<file path="config.mk">
export PLATFORM = sky130hd
export DESIGN_NAME = efuse_prog_ctrl
export DESIGN_NICKNAME = d
export VERILOG_FILES = /design/src/rtl/efuse_prog_ctrl.sv
export SDC_FILE = /design/constraint.sdc
export NUM_CORES = 1
export LEC_CHECK = 0
export CORE_MARGIN = 5
export CORE_UTILIZATION = 50
export CTS_CLUSTER_SIZE = 40
export DETAILED_ROUTE_END_ITERATION = 8
export GPL_TIMING_DRIVEN = 0
export PLACE_DENSITY_LB_ADDON = 0.15
export REMOVE_ABC_BUFFERS = 1
export SYNTH_ARGS = -nofsm -noshare
export SYNTH_HDL_FRONTEND = slang
export SYNTH_SLANG_ARGS = --single-unit
</file>
<file path="constraint.sdc">
create_clock -name clk -period 12.4 [get_ports clk]
set_input_delay 2.48 -clock clk [delete_from_list [all_inputs] [get_ports clk]]
set_output_delay 2.48 -clock clk [all_outputs]
set_load 0.03 [all_outputs]
</file>
<file path="src/rtl/efuse_prog_ctrl.sv">
`timescale 1ns/1ps
// eFuse program/read sequencer: walks one NW-bit word of the macro bit by bit,
// producing setup/strobe/hold timing for bits to blow and for every read bit.
module efuse_prog_ctrl #(
  parameter  int NBITS = 256,
  parameter  int NW    = 64,
  parameter  int TW    = 10,
  localparam int WSEL  = NBITS / NW,
  localparam int SW    = (WSEL > 1) ? $clog2(WSEL) : 1,
  localparam int AW    = $clog2(NBITS)
) (
  input  logic          clk,
  input  logic          rst,
  input  logic [TW-1:0] rg_efuse_tpgm,
  input  logic [TW-1:0] rg_efuse_trd,
  input  logic          cmd_mode,
  input  logic [SW-1:0] cmd_sel,
  input  logic [NW-1:0] cmd_data,
  input  logic          cmd_start,
  input  logic          efuse_dout_i,
  output logic          cmd_done,
  output logic          busy,
  output logic          cmd_err,
  output logic [NW-1:0] rd_data,
  output logic          efuse_pgmen_o,
  output logic          efuse_rden_o,
  output logic          efuse_aen_o,
  output logic [AW-1:0] efuse_addr_o
);

  localparam int BW = (NW > 1) ? $clog2(NW) : 1;

  typedef enum logic [2:0] {
    IDLE,
    SETUP,
    STROBE,
    HOLD,
    SKIP,
    DONE
  } state_e;

  state_e        state_q, state_d;
  logic          mode_q, mode_d;
  logic [SW-1:0] sel_q, sel_d;
  logic [NW-1:0] data_q, data_d;
  logic [TW-1:0] t_q, t_d;
  logic [TW-1:0] cnt_q, cnt_d;
  logic [BW-1:0] bit_q, bit_d;
  logic [NW-1:0] rd_data_q, rd_data_d;
  logic          cmd_err_q, cmd_err_d;

  logic [TW-1:0] t_req;
  logic [BW-1:0] bit_inc;
  logic          last_bit;
  logic          strobe_last;
  logic          in_access;

  assign t_req       = cmd_mode ? rg_efuse_trd : rg_efuse_tpgm;
  assign bit_inc     = bit_q + BW'(1);
  assign last_bit    = (bit_q == BW'(NW - 1));
  assign strobe_last = (cnt_q == (t_q - TW'(1)));

  // Zero bits of a program word are passed over in a single SKIP cycle.
  function automatic state_e bit_entry(input logic mode, input logic bit_val);
    return (!mode && !bit_val) ? SKIP : SETUP;
  endfunction

  always_comb begin
    // NOTE: every next-state signal is defaulted first so no path through the case infers a latch.
    state_d   = state_q;
    mode_d    = mode_q;
    sel_d     = sel_q;
    data_d    = data_q;
    t_d       = t_q;
    cnt_d     = cnt_q;
    bit_d     = bit_q;
    rd_data_d = rd_data_q;
    cmd_err_d = cmd_start && (state_q != IDLE);

    case (state_q)
      IDLE: begin
        if (cmd_start) begin
          mode_d  = cmd_mode;
          sel_d   = cmd_sel;
          data_d  = cmd_data;
          t_d     = (t_req == '0) ? TW'(1) : t_req;
          bit_d   = '0;
          cnt_d   = '0;
          state_d = bit_entry(cmd_mode, cmd_data[0]);
        end
      end
      SETUP: begin
        cnt_d   = '0;
        state_d = STROBE;
      end
      STROBE: begin
        if (strobe_last) begin
          state_d = HOLD;
          if (mode_q) rd_data_d[bit_q] = efuse_dout_i;
        end else begin
          cnt_d = cnt_q + TW'(1);
        end
      end
      HOLD, SKIP: begin
        if (last_bit) begin
          state_d = DONE;
        end else begin
          bit_d   = bit_inc;
          state_d = bit_entry(mode_q, data_q[bit_inc]);
        end
      end
      DONE:    state_d = IDLE;
      default: state_d = IDLE;
    endcase
  end

  // NOTE: state registers use non-blocking assignments so all flops update together at the edge.
  always_ff @(posedge clk or posedge rst) begin
    if (rst) begin
      state_q   <= IDLE;
      mode_q    <= 1'b0;
      sel_q     <= '0;
      data_q    <= '0;
      t_q       <= TW'(1);
      cnt_q     <= '0;
      bit_q     <= '0;
      rd_data_q <= '0;
      cmd_err_q <= 1'b0;
    end else begin
      state_q   <= state_d;
      mode_q    <= mode_d;
      sel_q     <= sel_d;
      data_q    <= data_d;
      t_q       <= t_d;
      cnt_q     <= cnt_d;
      bit_q     <= bit_d;
      rd_data_q <= rd_data_d;
      cmd_err_q <= cmd_err_d;
    end
  end

  // Macro controls decode straight from state so reset drops them without waiting for a clock.
  assign in_access     = (state_q inside {SETUP, STROBE, HOLD});
  assign busy          = (state_q != IDLE);
  assign cmd_done      = (state_q == DONE);
  assign cmd_err       = cmd_err_q;
  assign rd_data       = rd_data_q;
  assign efuse_pgmen_o = in_access && !mode_q;
  assign efuse_rden_o  = in_access && mode_q;
  assign efuse_aen_o   = (state_q == STROBE);
  assign efuse_addr_o  = in_access ? (AW'(sel_q) * AW'(NW) + AW'(bit_q)) : '0;

endmodule

</file>
==> run_results.csv, run 1 <==
group,metric,value,unit
placement,gp_congestion,0.819,
grt,antenna_found_initial,0,
finish,nNetsFinal,938,
pwr,power_per_cell_area,202,nW/um2
critical_path,rr_startpoint,"bit_q[0]",
clock_network,cts_tree,"built",
floorplan,rows,47,
critical_path,cp_top_family,"flip-flops",
detailed_routing,drt_first_pass_iters,5,
critical_path,crit_fanout,22,
sta,fmax,184,MHz
synthesis,ys_seq_area_share,48.8,%
grt,grt_max_degree,95,
critical_path,crit_chain,"inv_1, nor3_1, clkdlybuf4s50_1",
critical_path,critPathMaxStageDelay,1.16,ns
sta,skew,0.0101,ns
synthesis,syn_avg_cell_area,11.7,um2
floorplan,initial_core_util,50.3,%
sta,setup_viol,0,
grt,overflow,0,
finish,nFillCells,1252,
critical_path,cp.required,9.92,ns
floorplan,core_area,16400,um2
clock_network,holdBufCountCts,0,
pwr,peakVddDrop,0.116,mV
critical_path,critPathKind,"flop to output port",
grt,grt_pass1_wl,32500,um
critical_path,r2r_end,"state_q[0]",
detailed_routing,drt_iter0_drc,363,
sta,drv_slew,0,
synthesis,synth.yosys.warnings,0,
critical_path,start_kind,"flop",
critical_path,worstPathArrival,2.96,ns
critical_path,rrSetupSlack,8.43,ns
flow_run,maxCapViolCount,0,
detailed_routing,vias_per_cell,5.59,
detailed_routing,wire_per_inst,18.4,um
sta,relSlewSlack,8.88,%
synthesis,synthesis.area,8260,um2
clock_network,post_cts_buffers,0,
run_status,status,"completed",
detailed_routing,via_count,6021,
sta,min_period,5.44,ns
clock_network,worst_skew_pair.late_latency,0.42,ns
synthesis,synth_ff_type,"dfrtp_1",
clock_network,clk_path_buf_depth,2,
floorplan,fp.dieArea,19200,um2
synthesis,async_flop_share,100,%
finish,design_area,10600,um2
grt,grt_util_all_layers,20.9,%
clock_network,cts.repair.resized,0,
placement,hpwl,14400,um
critical_path,endpoint_kind,"output port",
critical_path,r2r_cells,8,
synthesis,synth_enable_flop_cells,0,
clock_network,cts.clk_slew.worst_paths,0.06,ns
sta,worst_pin_slew,1.36,ns
finish,regArea,4030,um2
synthesis,ys_ff_latch,161,
finish,num_antenna_cells,0,
pwr,p_leak,4.20,nW
sta,rsz0062_at_grt,"no",
clock_network,numCtsBuffers,17,
critical_path,cp-endpoint,"efuse_addr_o[0]",
finish,multiInputGateArea,3950,um2
finish,layout-drive-gt1-share,18.6,%
grt,grt_pass1_vias,6326,
detailed_routing,drt-total-wl,19800,um
placement,dpl-instance-area,10100,um2
critical_path,path_depth,3,
floorplan,num_io_pins,169,
sta,final.setup.tns,0,ns
finish,final_core_util,64.8,%
finish,areaGrowthSynthToFinish,28.8,%
floorplan,die_w,139,um
critical_path,slowest_stage,"dfrtp_1",
critical_path,crit_path_start,"bit_q[0]",
critical_path,critPathBufInv,2,
detailed_routing,ant_nets,0,
synthesis,syn_inst,708,
min_path,min_path_type,"flop to flop",
detailed_routing,drc,0,
sta,fin_crit_sh,43.9,%
placement,io_buffers,168,
synthesis,synthDistinctLibCells,59,
floorplan,dieHeight,139,um
clock_network,cts-root-buf,"clkbuf_16",
clock_network,cts_sinks,161,
sta,hold_viol,0,
clock_network,htreeDepth,4,
[Yosys cell counts, types with 3 or more instances]
library cell | instances | area share, %
a22o_1 | 4 | 0.42
xor2_1 | 9 | 0.95
clkbuf_1 | 38 | 1.7
dfrtp_1 | 160 | 48
o31ai_1 | 5 | 0.45
mux2_4 | 10 | 1.8
nand3b_1 | 4 | 0.36
nand3_2 | 10 | 1.2
mux2_1 | 54 | 7.4
a21oi_1 | 26 | 1.6
a311oi_1 | 3 | 0.32
and2_1 | 13 | 0.98
nor3_1 | 12 | 0.73
buf_1 | 3 | 0.14
nor2b_1 | 6 | 0.45
inv_1 | 12 | 0.55
xnor2_1 | 8 | 0.85
o21a_1 | 4 | 0.36
a211oi_1 | 3 | 0.27
and3_1 | 8 | 0.61
a31oi_1 | 3 | 0.23
mux2_2 | 69 | 9.4
nor3b_1 | 4 | 0.36
mux2i_1 | 16 | 1.9
nand4_1 | 6 | 0.45
nor2_1 | 53 | 2.4
mux4_2 | 16 | 4.4
nand2_1 | 18 | 0.82
o21ai_0 | 10 | 0.61
nand3_1 | 57 | 3.5
buf_2 | 10 | 0.61
ha_1 | 3 | 0.45
or3_1 | 6 | 0.45
o21ai_1 | 10 | 0.61
or2_2 | 4 | 0.30
[worst min path at each step]
stage	startpoint	to	slack, ns	cells after the start
floorplan	sel_q[0]	sel_q[0]	0.47	1
global placement	rd_data[63]	rd_data[63]	0.47	1
global route	rd_data[43]	rd_data[43]	0.52	1
finish	rd_data[21]	rd_data[21]	0.49	1
CTS	rd_data[33]	rd_data[33]	0.50	1
detailed placement	rd_data[33]	rd_data[33]	0.48	1
[flip-flops by register name, summed over array words and instances (netlist names)]
name,flops
cmd_err,1
t_q,10
rd_data,64
data_q,64
sel_q,2
bit_q,6
state_q,3
mode_q,1
cnt_q,10
[cell type report]
| cell class | count | share of cell area, % |
|---|---|---|
| clock buffers | 19 | 4.26 |
| repair buffers | 172 | 16.5 |
| multi-input cells | 479 | 37.1 |
| inverters | 13 | 0.506 |
| flip-flops and latches | 161 | 37.9 |
| well taps | 220 | 2.59 |
| clock inverters | 13 | 1.18 |
[worst register-to-register path, stage by stage, from the launching register on]
cell,delay [ns]
dfrtp_1,1.16
ha_1,0.49
xor2_1,0.73
buf_4,0.30
mux4_2,0.29
nor3b_1,0.15
o31a_1,0.29
a211o_1,0.26
a22o_1,0.19
[through the flow]
step	std cells	setup WS, ns	hold slack [ns]	total power [mW]
after global routing	1077	6.70	0.516	2.28
after CTS	1077	6.85	0.496	2.18
after global placement	1041	3.67	0.472	1.62
final	1077	6.96	0.492	2.15
after floorplan	653	5.57	0.472	1.39
after detailed placement	1045	7.31	0.481	1.66
[per-layer routing]
metal | vias up | global-route usage [%] | wire length (um)
li1 | 2833 | - | -
met1 | 3019 | 26.8 | 8420
met2 | 151 | 35.3 | 10100
met3 | 18 | 5.84 | 1030
met4 | 0 | 5.15 | 249
met5 | - | 0 | 0
[power breakdown]
| part | internal, mW | switching [mW] |
|---|---|---|
| Sequential | 0.681 | 0.148 |
| Combinational | 0.417 | 0.401 |
| Clock | 0.290 | 0.216 |
| Total | 1.39 | 0.764 |
[cell families (layout without fill, tap and decap cells)]
kind of cell,after synthesis,after routing,share of synthesized area [%]
AO/OA/AOI/OAI,80,80,6.32
XOR/XNOR,17,17,1.80
AND/OR/NAND/NOR,214,214,14.2
multiplexers,165,165,24.9
flip-flops,161,161,48.8
adder cells (fa/ha/maj),3,3,0.455
buffers and inverters,68,217,3.51
[layout by cell type, fill, tap and decap left out, types with 6 or more instances in the layout]
master | Yosys | routed
nor3_1 | 12 | 11
xor2_1 | 9 | 9
mux2_2 | 69 | 69
nor2_1 | 53 | 52
and3_1 | 8 | 8
o21ai_1 | 10 | 10
clkbuf_16 | 0 | 17
mux4_2 | 16 | 16
mux2_4 | 10 | 10
dfrtp_1 | 160 | 160
nand3_1 | 57 | 57
and2_1 | 13 | 12
xnor2_1 | 8 | 8
nand2_1 | 18 | 18
or3_1 | 6 | 6
mux2i_1 | 16 | 16
mux2_1 | 54 | 54
o21ai_0 | 10 | 10
a21oi_1 | 26 | 26
nand3_2 | 10 | 10
nand4_1 | 6 | 6
nor2b_1 | 6 | 6
clkdlybuf4s50_1 | 0 | 167
inv_1 | 12 | 11
No activity file was read; power rests on OpenSTA's default activity.
==> run 2: changes to the inputs <==
clock period = 5.1 ns   (was 12.4 ns; I/O delays follow)
==> results of run 2 <==
The final DEF is identical to that of run 1. Status: completed.
Among the figures that moved: setup slack after placement 7.31 ns -> 1.07 ns; setup slack after layout 6.96 ns -> 1.12 ns; register-to-register setup slack 8.43 ns -> 1.13 ns; total power 2.15 mW -> 5.23 mW; worst IR drop on VDD 0.116 mV -> 0.282 mV
